[src/rtl/s_axi_intc_pkg.sv]
// Shared constants for the AXI4-Lite interrupt controller: register codes
// (byte address bits [4:2]), response encodings and the byte-lane mask helper.
package s_axi_intc_pkg;

  localparam logic [2:0] REG_GIE  = 3'd0;
  localparam logic [2:0] REG_IER  = 3'd1;
  localparam logic [2:0] REG_ISR  = 3'd2;
  localparam logic [2:0] REG_IAR  = 3'd3;
  localparam logic [2:0] REG_IPR  = 3'd4;
  localparam logic [2:0] REG_ITR  = 3'd5;
  localparam logic [2:0] REG_ISET = 3'd6;
  localparam logic [2:0] REG_IVR  = 3'd7;

  localparam logic [1:0] RESP_OKAY   = 2'b00;
  localparam logic [1:0] RESP_SLVERR = 2'b10;

  localparam int MAX_INTR = 32;

  function automatic logic [31:0] strb_mask(input logic [3:0] strb);
    return {{8{strb[3]}}, {8{strb[2]}}, {8{strb[1]}}, {8{strb[0]}}};
  endfunction

endpackage

[src/rtl/s_axi_intc_v2_if.sv]
// AXI4-Lite bus bundle for the interrupt controller; slave side is the
// controller, master side is the interconnect (or a testbench driver).
interface s_axi_intc_v2_if #(parameter int ADDR_WIDTH = 6) ();
  logic [ADDR_WIDTH-1:0] awaddr;
  logic [2:0]            awprot;
  logic                  awvalid;
  logic                  awready;
  logic [31:0]           wdata;
  logic [3:0]            wstrb;
  logic                  wvalid;
  logic                  wready;
  logic [1:0]            bresp;
  logic                  bvalid;
  logic                  bready;
  logic [ADDR_WIDTH-1:0] araddr;
  logic [2:0]            arprot;
  logic                  arvalid;
  logic                  arready;
  logic [31:0]           rdata;
  logic [1:0]            rresp;
  logic                  rvalid;
  logic                  rready;

  modport slave (
    input  awaddr, awprot, awvalid, output awready,
    input  wdata, wstrb, wvalid,    output wready,
    output bresp, bvalid,           input  bready,
    input  araddr, arprot, arvalid, output arready,
    output rdata, rresp, rvalid,    input  rready
  );

  modport master (
    output awaddr, awprot, awvalid, input  awready,
    output wdata, wstrb, wvalid,    input  wready,
    input  bresp, bvalid,           output bready,
    output araddr, arprot, arvalid, input  arready,
    input  rdata, rresp, rvalid,    output rready
  );
endinterface

[src/rtl/intc_prio_enc.sv]
// Lowest-index priority encoder: o_idx is the position of the lowest set
// request bit (0 when none), o_valid flags that any request is set.
module intc_prio_enc #(
  parameter int N = 8
) (
  input  logic [N-1:0] i_req,
  output logic         o_valid,
  output logic [4:0]   o_idx
);

  always_comb begin
    o_idx = '0;
    for (int i = N - 1; i >= 0; i--) begin
      if (i_req[i]) o_idx = 5'(i);
    end
  end

  assign o_valid = |i_req;

endmodule

[src/rtl/s_axi_intc_v2.sv]
// AXI4-Lite interrupt controller: per-source edge/level capture into a sticky
// ISR, W1C/W1S access, lowest-index vector and a registered irq output.
module s_axi_intc_v2
  import s_axi_intc_pkg::*;
#(
  parameter int DATA_WIDTH  = 32,
  parameter int ADDR_WIDTH  = 6,
  parameter int NUM_OF_INTR = 8
) (
  input  logic                   s_axi_aclk,
  input  logic                   s_axi_areset,
  s_axi_intc_v2_if.slave         s_axi,
  input  logic [NUM_OF_INTR-1:0] ext_interrupt,
  output logic                   irq
);

  localparam logic [31:0] SRC_MASK = (NUM_OF_INTR >= MAX_INTR) ? 32'hFFFF_FFFF
                                   : ((32'd1 << NUM_OF_INTR) - 32'd1);

  logic                   r_aw_held, r_w_held, r_bvalid, r_rvalid, r_irq, r_gie;
  logic [ADDR_WIDTH-1:0]  r_aw_addr;
  logic [DATA_WIDTH-1:0]  r_wdata;
  logic [3:0]             r_wstrb;
  logic [1:0]             r_bresp, r_rresp;
  logic [31:0]            r_rdata, r_ier, r_isr, r_itr;
  logic [NUM_OF_INTR-1:0] r_ext_q;

  logic        w_awready, w_wready, w_arready;
  logic        w_commit, w_wr_mapped, w_wr_en;
  logic [2:0]  w_wr_sel;
  logic [31:0] w_bmask, w_wr_bits, w_ext, w_ext_q, w_hw_set, w_sw_set, w_sw_clr;
  logic [31:0] w_isr_nxt, w_ipr, w_rd_data;
  logic [1:0]  w_rd_resp;
  logic        w_ivr_valid;
  logic [4:0]  w_ivr_idx;
  logic        w_unused;

  assign w_awready = ~r_aw_held & ~r_bvalid;
  assign w_wready  = ~r_w_held & ~r_bvalid;
  assign w_arready = ~r_rvalid;

  assign w_commit    = r_aw_held & r_w_held;
  assign w_wr_mapped = ~|r_aw_addr[ADDR_WIDTH-1:5];
  assign w_wr_en     = w_commit & w_wr_mapped;
  assign w_wr_sel    = r_aw_addr[4:2];
  assign w_bmask     = strb_mask(r_wstrb);
  assign w_wr_bits   = r_wdata & w_bmask;

  // Level sources set while high; edge sources only on a 0->1 step.
  assign w_ext     = 32'(ext_interrupt);
  assign w_ext_q   = 32'(r_ext_q);
  assign w_hw_set  = w_ext & (~r_itr | ~w_ext_q);
  assign w_sw_set  = (w_wr_en && w_wr_sel == REG_ISET) ? w_wr_bits : 32'h0;
  assign w_sw_clr  = (w_wr_en && w_wr_sel == REG_IAR)  ? w_wr_bits : 32'h0;
  assign w_isr_nxt = ((r_isr & ~w_sw_clr) | w_hw_set | w_sw_set) & SRC_MASK;
  assign w_ipr     = r_isr & r_ier;

  intc_prio_enc #(.N(NUM_OF_INTR)) u_prio (
    .i_req   (w_ipr[NUM_OF_INTR-1:0]),
    .o_valid (w_ivr_valid),
    .o_idx   (w_ivr_idx)
  );

  always_comb begin
    w_rd_data = 32'h0;
    w_rd_resp = RESP_OKAY;
    if (|s_axi.araddr[ADDR_WIDTH-1:5]) begin
      w_rd_resp = RESP_SLVERR;
    end else begin
      case (s_axi.araddr[4:2])
        REG_GIE: w_rd_data = {31'h0, r_gie};
        REG_IER: w_rd_data = r_ier;
        REG_ISR: w_rd_data = r_isr;
        REG_IPR: w_rd_data = w_ipr;
        REG_ITR: w_rd_data = r_itr;
        REG_IVR: w_rd_data = {w_ivr_valid, 26'h0, w_ivr_idx};
        default: w_rd_data = 32'h0;
      endcase
    end
  end

  always_ff @(posedge s_axi_aclk) begin
    if (s_axi_areset) begin
      r_aw_held <= 1'b0;
      r_w_held  <= 1'b0;
      r_aw_addr <= '0;
      r_wdata   <= '0;
      r_wstrb   <= '0;
      r_bvalid  <= 1'b0;
      r_bresp   <= RESP_OKAY;
      r_rvalid  <= 1'b0;
      r_rdata   <= '0;
      r_rresp   <= RESP_OKAY;
      r_gie     <= 1'b0;
      r_ier     <= '0;
      r_isr     <= '0;
      r_itr     <= '0;
      r_ext_q   <= '0;
      r_irq     <= 1'b0;
    end else begin
      r_ext_q <= ext_interrupt;
      r_isr   <= w_isr_nxt;
      r_irq   <= r_gie & (|w_ipr);

      if (s_axi.awvalid && w_awready) begin
        r_aw_held <= 1'b1;
        r_aw_addr <= s_axi.awaddr;
      end
      if (s_axi.wvalid && w_wready) begin
        r_w_held <= 1'b1;
        r_wdata  <= s_axi.wdata;
        r_wstrb  <= s_axi.wstrb;
      end

      if (w_commit) begin
        r_aw_held <= 1'b0;
        r_w_held  <= 1'b0;
        r_bvalid  <= 1'b1;
        r_bresp   <= w_wr_mapped ? RESP_OKAY : RESP_SLVERR;
      end else if (r_bvalid && s_axi.bready) begin
        r_bvalid <= 1'b0;
      end

      if (w_wr_en) begin
        case (w_wr_sel)
          REG_GIE: r_gie <= (r_gie & ~w_bmask[0]) | w_wr_bits[0];
          REG_IER: r_ier <= ((r_ier & ~w_bmask) | w_wr_bits) & SRC_MASK;
          REG_ITR: r_itr <= ((r_itr & ~w_bmask) | w_wr_bits) & SRC_MASK;
          default: ;
        endcase
      end

      if (s_axi.arvalid && w_arready) begin
        r_rvalid <= 1'b1;
        r_rdata  <= w_rd_data;
        r_rresp  <= w_rd_resp;
      end else if (r_rvalid && s_axi.rready) begin
        r_rvalid <= 1'b0;
      end
    end
  end

  assign s_axi.awready = w_awready;
  assign s_axi.wready  = w_wready;
  assign s_axi.arready = w_arready;
  assign s_axi.bvalid  = r_bvalid;
  assign s_axi.bresp   = r_bresp;
  assign s_axi.rvalid  = r_rvalid;
  assign s_axi.rdata   = r_rdata;
  assign s_axi.rresp   = r_rresp;
  assign irq           = r_irq;

  assign w_unused = ^{s_axi.awprot, s_axi.arprot, r_aw_addr[1:0], s_axi.araddr[1:0]};

endmodule

[src/flat_wrapper.sv]
// flat-port wrapper written by rule: the top's interface ports become plain ports
module s_axi_intc_v2_flat import s_axi_intc_pkg::*;
#(
  parameter int DATA_WIDTH  = 32,
  parameter int ADDR_WIDTH  = 6,
  parameter int NUM_OF_INTR = 8
)
  (s_axi_aclk, s_axi_areset, ext_interrupt, irq, s_axi_awaddr, s_axi_awprot, s_axi_awvalid, s_axi_awready, s_axi_wdata, s_axi_wstrb, s_axi_wvalid, s_axi_wready, s_axi_bresp, s_axi_bvalid, s_axi_bready, s_axi_araddr, s_axi_arprot, s_axi_arvalid, s_axi_arready, s_axi_rdata, s_axi_rresp, s_axi_rvalid, s_axi_rready);
  s_axi_intc_v2_if #(.ADDR_WIDTH(ADDR_WIDTH)) s_axi_i ();
  input  logic s_axi_aclk;
  input  logic s_axi_areset;
  input  logic [NUM_OF_INTR-1:0] ext_interrupt;
  output logic irq;
  input wire logic [$bits(s_axi_i.awaddr)-1:0] s_axi_awaddr;
  input wire logic [$bits(s_axi_i.awprot)-1:0] s_axi_awprot;
  input wire logic [$bits(s_axi_i.awvalid)-1:0] s_axi_awvalid;
  output wire logic [$bits(s_axi_i.awready)-1:0] s_axi_awready;
  input wire logic [$bits(s_axi_i.wdata)-1:0] s_axi_wdata;
  input wire logic [$bits(s_axi_i.wstrb)-1:0] s_axi_wstrb;
  input wire logic [$bits(s_axi_i.wvalid)-1:0] s_axi_wvalid;
  output wire logic [$bits(s_axi_i.wready)-1:0] s_axi_wready;
  output wire logic [$bits(s_axi_i.bresp)-1:0] s_axi_bresp;
  output wire logic [$bits(s_axi_i.bvalid)-1:0] s_axi_bvalid;
  input wire logic [$bits(s_axi_i.bready)-1:0] s_axi_bready;
  input wire logic [$bits(s_axi_i.araddr)-1:0] s_axi_araddr;
  input wire logic [$bits(s_axi_i.arprot)-1:0] s_axi_arprot;
  input wire logic [$bits(s_axi_i.arvalid)-1:0] s_axi_arvalid;
  output wire logic [$bits(s_axi_i.arready)-1:0] s_axi_arready;
  output wire logic [$bits(s_axi_i.rdata)-1:0] s_axi_rdata;
  output wire logic [$bits(s_axi_i.rresp)-1:0] s_axi_rresp;
  output wire logic [$bits(s_axi_i.rvalid)-1:0] s_axi_rvalid;
  input wire logic [$bits(s_axi_i.rready)-1:0] s_axi_rready;
  assign s_axi_i.awaddr = s_axi_awaddr;
  assign s_axi_i.awprot = s_axi_awprot;
  assign s_axi_i.awvalid = s_axi_awvalid;
  assign s_axi_awready = s_axi_i.awready;
  assign s_axi_i.wdata = s_axi_wdata;
  assign s_axi_i.wstrb = s_axi_wstrb;
  assign s_axi_i.wvalid = s_axi_wvalid;
  assign s_axi_wready = s_axi_i.wready;
  assign s_axi_bresp = s_axi_i.bresp;
  assign s_axi_bvalid = s_axi_i.bvalid;
  assign s_axi_i.bready = s_axi_bready;
  assign s_axi_i.araddr = s_axi_araddr;
  assign s_axi_i.arprot = s_axi_arprot;
  assign s_axi_i.arvalid = s_axi_arvalid;
  assign s_axi_arready = s_axi_i.arready;
  assign s_axi_rdata = s_axi_i.rdata;
  assign s_axi_rresp = s_axi_i.rresp;
  assign s_axi_rvalid = s_axi_i.rvalid;
  assign s_axi_i.rready = s_axi_rready;
  s_axi_intc_v2 #(.DATA_WIDTH(DATA_WIDTH), .ADDR_WIDTH(ADDR_WIDTH), .NUM_OF_INTR(NUM_OF_INTR)) u_core (.s_axi_aclk(s_axi_aclk), .s_axi_areset(s_axi_areset), .s_axi(s_axi_i), .ext_interrupt(ext_interrupt), .irq(irq));
endmodule
[config.mk]
export PLATFORM = sky130hd
export DESIGN_NAME = s_axi_intc_v2_flat
export DESIGN_NICKNAME = d
export VERILOG_FILES = /design/src/rtl/s_axi_intc_pkg.sv /design/src/rtl/s_axi_intc_v2_if.sv /design/src/rtl/intc_prio_enc.sv /design/src/rtl/s_axi_intc_v2.sv /design/src/flat_wrapper.sv
export SDC_FILE = /design/constraint.sdc
export NUM_CORES = 1
export LEC_CHECK = 0
export CAP_MARGIN = 40
export CORE_UTILIZATION = 35
export DETAILED_ROUTE_END_ITERATION = 16
export HOLD_SLACK_MARGIN = 0.08
export MAX_ROUTING_LAYER = met4
export PLACE_DENSITY = 0.66
export SLEW_MARGIN = 20
export SYNTH_ARGS = -nofsm -noshare
export SYNTH_HDL_FRONTEND = slang
export SYNTH_SLANG_ARGS = --single-unit
export TNS_END_PERCENT = 30
[constraint.sdc]
create_clock -name s_axi_aclk -period 1.7 [get_ports s_axi_aclk]
set_input_delay 0.425 -clock s_axi_aclk [delete_from_list [all_inputs] [get_ports s_axi_aclk]]
set_output_delay 0.425 -clock s_axi_aclk [all_outputs]
set_load 0.005 [all_outputs]
==> impl_metrics.toml <==
[outcome]
outcome = "finished, final reports clean"

[synthesis]
netlist_area_mm2 = 0.002978
ys_top_cells_by_count = "dfxtp_1 (62), nand2_1 (50), a21oi_1 (30), buf_4 (26), nor2_1 (25)"
yosysTopAreaCellShare = 0.4168
synth_seq_cells = 62
synth.distinct_cells = 48
synth_seq_area_share = 0.4168
ys_top_cells_by_area = "dfxtp_1 (42%), mux2i_1 (7.1%), buf_4 (6.6%), nand2_1 (6.3%), a21oi_1 (5.0%)"
synthCells = 340
synth_top_area_cell = "dfxtp_1"
synth_edf_count = 0
synth_most_common_cell = "dfxtp_1"
avgSynthCellArea_um2 = 8.758
async_flop_share = 0
synth_ff_type = "dfxtp_1"
ys_warn_count = 0

[detailed_routing]
drt_pass1_iterations = 4
routedWlPerCell_um = 12.72
vias_per_cell = 4.925
totalWireLength_mm = 6.477
route.met2.wl_mm = 2.712
m1WireLength_mm = 3.350
drc = 0
vias = 2507
ant_nets = 0
top_layer = "met4"
drt_iter0_drc = 153
wl_met3_um = 337

[clock_network]
clkTransAtPathRegs_ns = 0.07
clock_sinks = 62
cts-buffers-inserted = 9
postCtsSetupRepairBufs = 0
ctsHoldBuffers = 0
cts_root_buffer = "clkbuf_8"
clockBufferDepth = 2
ctsHtreeMaxLevel = 3
cts_tree = "built"
clk_latency_ns = 0.34

[sta]
fin_skew_ns = 0.005781
rsz0062_at_grt = "true"
period_share = 0.9670
hold_viol = 0
min_period_ns = 1.644
slew_violations = 0
fmax_mhz = 608.3
timing.final.ws_setup_ns = 0.05608
finalSetupViolations = 0

[placement]
hpwl_mm = 4.675
dp_slack_ns = -0.3696
placed_cells = 494
port_buffers = 48
place.gp.congestion = 0.8456
place_area_mm2 = 0.003545

[layout]
diodes = 0
drive_gt1_frac = 0.1287
fin_util = 0.4599
layout.nets = 469
fin_area_mm2 = 0.003779
fillCellCount = 801
synthToLayoutAreaGrowth_pct = 26.89
final_cells = 509

[die]
ios = 111
dieWidth_um = 94.24
rows = 33
die_h_um = 94.24
start_util = 0.3624
coreArea_mm2 = 0.008217
die_area_mm2 = 0.008881

[power_and_ir_drop]
p_per_area_mw_per_mm2 = 888.0
switching_share = 0.2322
p_comb_frac = 0.100
peakVddDrop_v = 0.0004151
finalPower_mw = 3.355
pwr-share-clk = 0.432
pwr-share-seq = 0.468
intPower_mw = 2.576
p_leak_nw = 1.464
p_sw_mw = 0.7791

[setup_path]
reg2reg_slack_ns = 0.19
rr_worst_depth = 4
cp_top_family = "buffers and inverters"
cpPeakStageDelay_ns = 0.51
cp_data_required_time_ns = 1.27
path_cells = "clkdlybuf4s50_1"
arrival_ns = 1.22
rr_endpoint = "u_core.r_isr[2]$_SDFF_PP0_"
crit_path_max_fanout = 3
rr_startpoint = "u_core.r_aw_addr[2]$_SDFFE_PP0P_"
worstSetupStartpointType = "register"
path_class = "reg2out"
crit_path_end_kind = "output port"
critPathBufInv = 1
crit_slowest_cell = "clkdlybuf4s50_1"

[worst_hold_path]
worst_hold_path.num_cells = 2
hold_class = "in2reg"
whs_endpoint = "u_core.s_axi.rresp[1]$_SDFFE_PP0P_"
min_from = "s_axi_areset"

[global_routing]
grt_first_pass_wirelength_mm = 11.10
antenna_found_initial = 0
grt_max_degree = 52
grt_overflow_total = 0
grt_pass1_vias = 2370
grt_use_total = 0.1664

[job]
maxCapViolCount = 0
==> metal layers <==
layer,up-vias,global-route usage
met2,79,0.2258
met5,-,-
met1,1150,0.2259
li1,1271,-
met4,0,0.09744
met3,7,0.03317
==> stage by stage <==
stage	TNS, ns	hold WS [ns]
2_1_floorplan	0	0.4482
3_3_place_gp	-3.001	0.4418
3_5_place_dp	-3.114	0.4495
4_1_cts	-0.01134	0.4196
5_1_grt	-0.05457	0.4297
6_report	0	0.4323
==> power groups by stage <==
stage / Combinational [mW] / Sequential, mW / Clock [mW]
floorplan: 0.231 / 1.58 / 0
global placement: 0.334 / 1.60 / 0
detailed placement: 0.341 / 1.60 / 0
CTS: 0.339 / 1.57 / 1.49
global route: 0.380 / 1.58 / 1.56
finish: 0.336 / 1.57 / 1.45
==> how the worst max path moves through the flow <==
stage                                             startpoint                                 end  cells past startpoint
after floorplan                              s_axi_araddr[4]  u_core.s_axi.rdata[0]$_SDFFE_PP0P_                      5
after global placement                       s_axi_araddr[4]  u_core.s_axi.rdata[7]$_SDFFE_PP0P_                      6
after detailed placement                     s_axi_araddr[4]  u_core.s_axi.rdata[2]$_SDFFE_PP0P_                      6
after CTS                   u_core.s_axi.bvalid$_SDFFE_PP0P_                        s_axi_bvalid                      1
after global routing        u_core.r_aw_addr[2]$_SDFFE_PP0P_          u_core.r_isr[6]$_SDFF_PP0_                      4
final                     u_core.s_axi.rdata[0]$_SDFFE_PP0P_                      s_axi_rdata[0]                      1
==> worst register-to-register path: stages (launching register included) <==
cell	delay, ns
dfxtp_1	0.42
and4b_1	0.29
nand4b_1	0.33
o21ai_0	0.28
a21oi_1	0.09
==> cell usage in the layout, fill, tap and decap left out, drive strengths merged, types with 2 or more instances in the layout <==
cell	n
o211ai	5
a22o	7
inv	13
and4bb	2
and3b	2
and2b	2
nand2	51
clkinv	2
clkbuf	11
mux2i	21
dfxtp	62
a211o	2
a221o	2
o21ai	11
a21oi	30
nand4	5
bufinv	2
nor2	26
dlymetal6s2s	2
a32o	2
and4b	2
dlygate4sd2	3
conb	25
a211oi	3
nand2b	6
nor3b	3
a221oi	3
nand3	4
a22oi	12
a31oi	3
nor2b	8
clkdlybuf4s50	42
and2	2
buf	19
==> cell families after synthesis <==
kind of cell / after synthesis / share of synthesized area
and+or+nand+nor: 119 / 0.2134
AOI/OAI and AO/OA: 81 / 0.1815
DFF: 62 / 0.4168
buffers and inverters: 54 / 0.1097
muxes: 22 / 0.07437
xor gates and xnor gates: 1 / 0.002942
other: 1 / 0.001259
==> what timing repair did <==
action,4_1_cts,5_1_grt
setup endpoints to repair,6,9
endpoints found under the hold margin,0,0
pin swaps,1,0
resized for setup,7,5
==> area by class of cell <==
type / count / area, um2 / share of cell area
clock buffers: 11 / 151.4 / 0.04007
repair buffers: 66 / 624.3 / 0.1652
flip-flops and latches: 62 / 1247 / 0.3301
well taps: 105 / 131.4 / 0.03477
clock inverters: 4 / 70.07 / 0.01854
inverters: 13 / 48.80 / 0.01291
multi-input cells: 248 / 1505 / 0.3983
(Power assumes the default switching activity.)
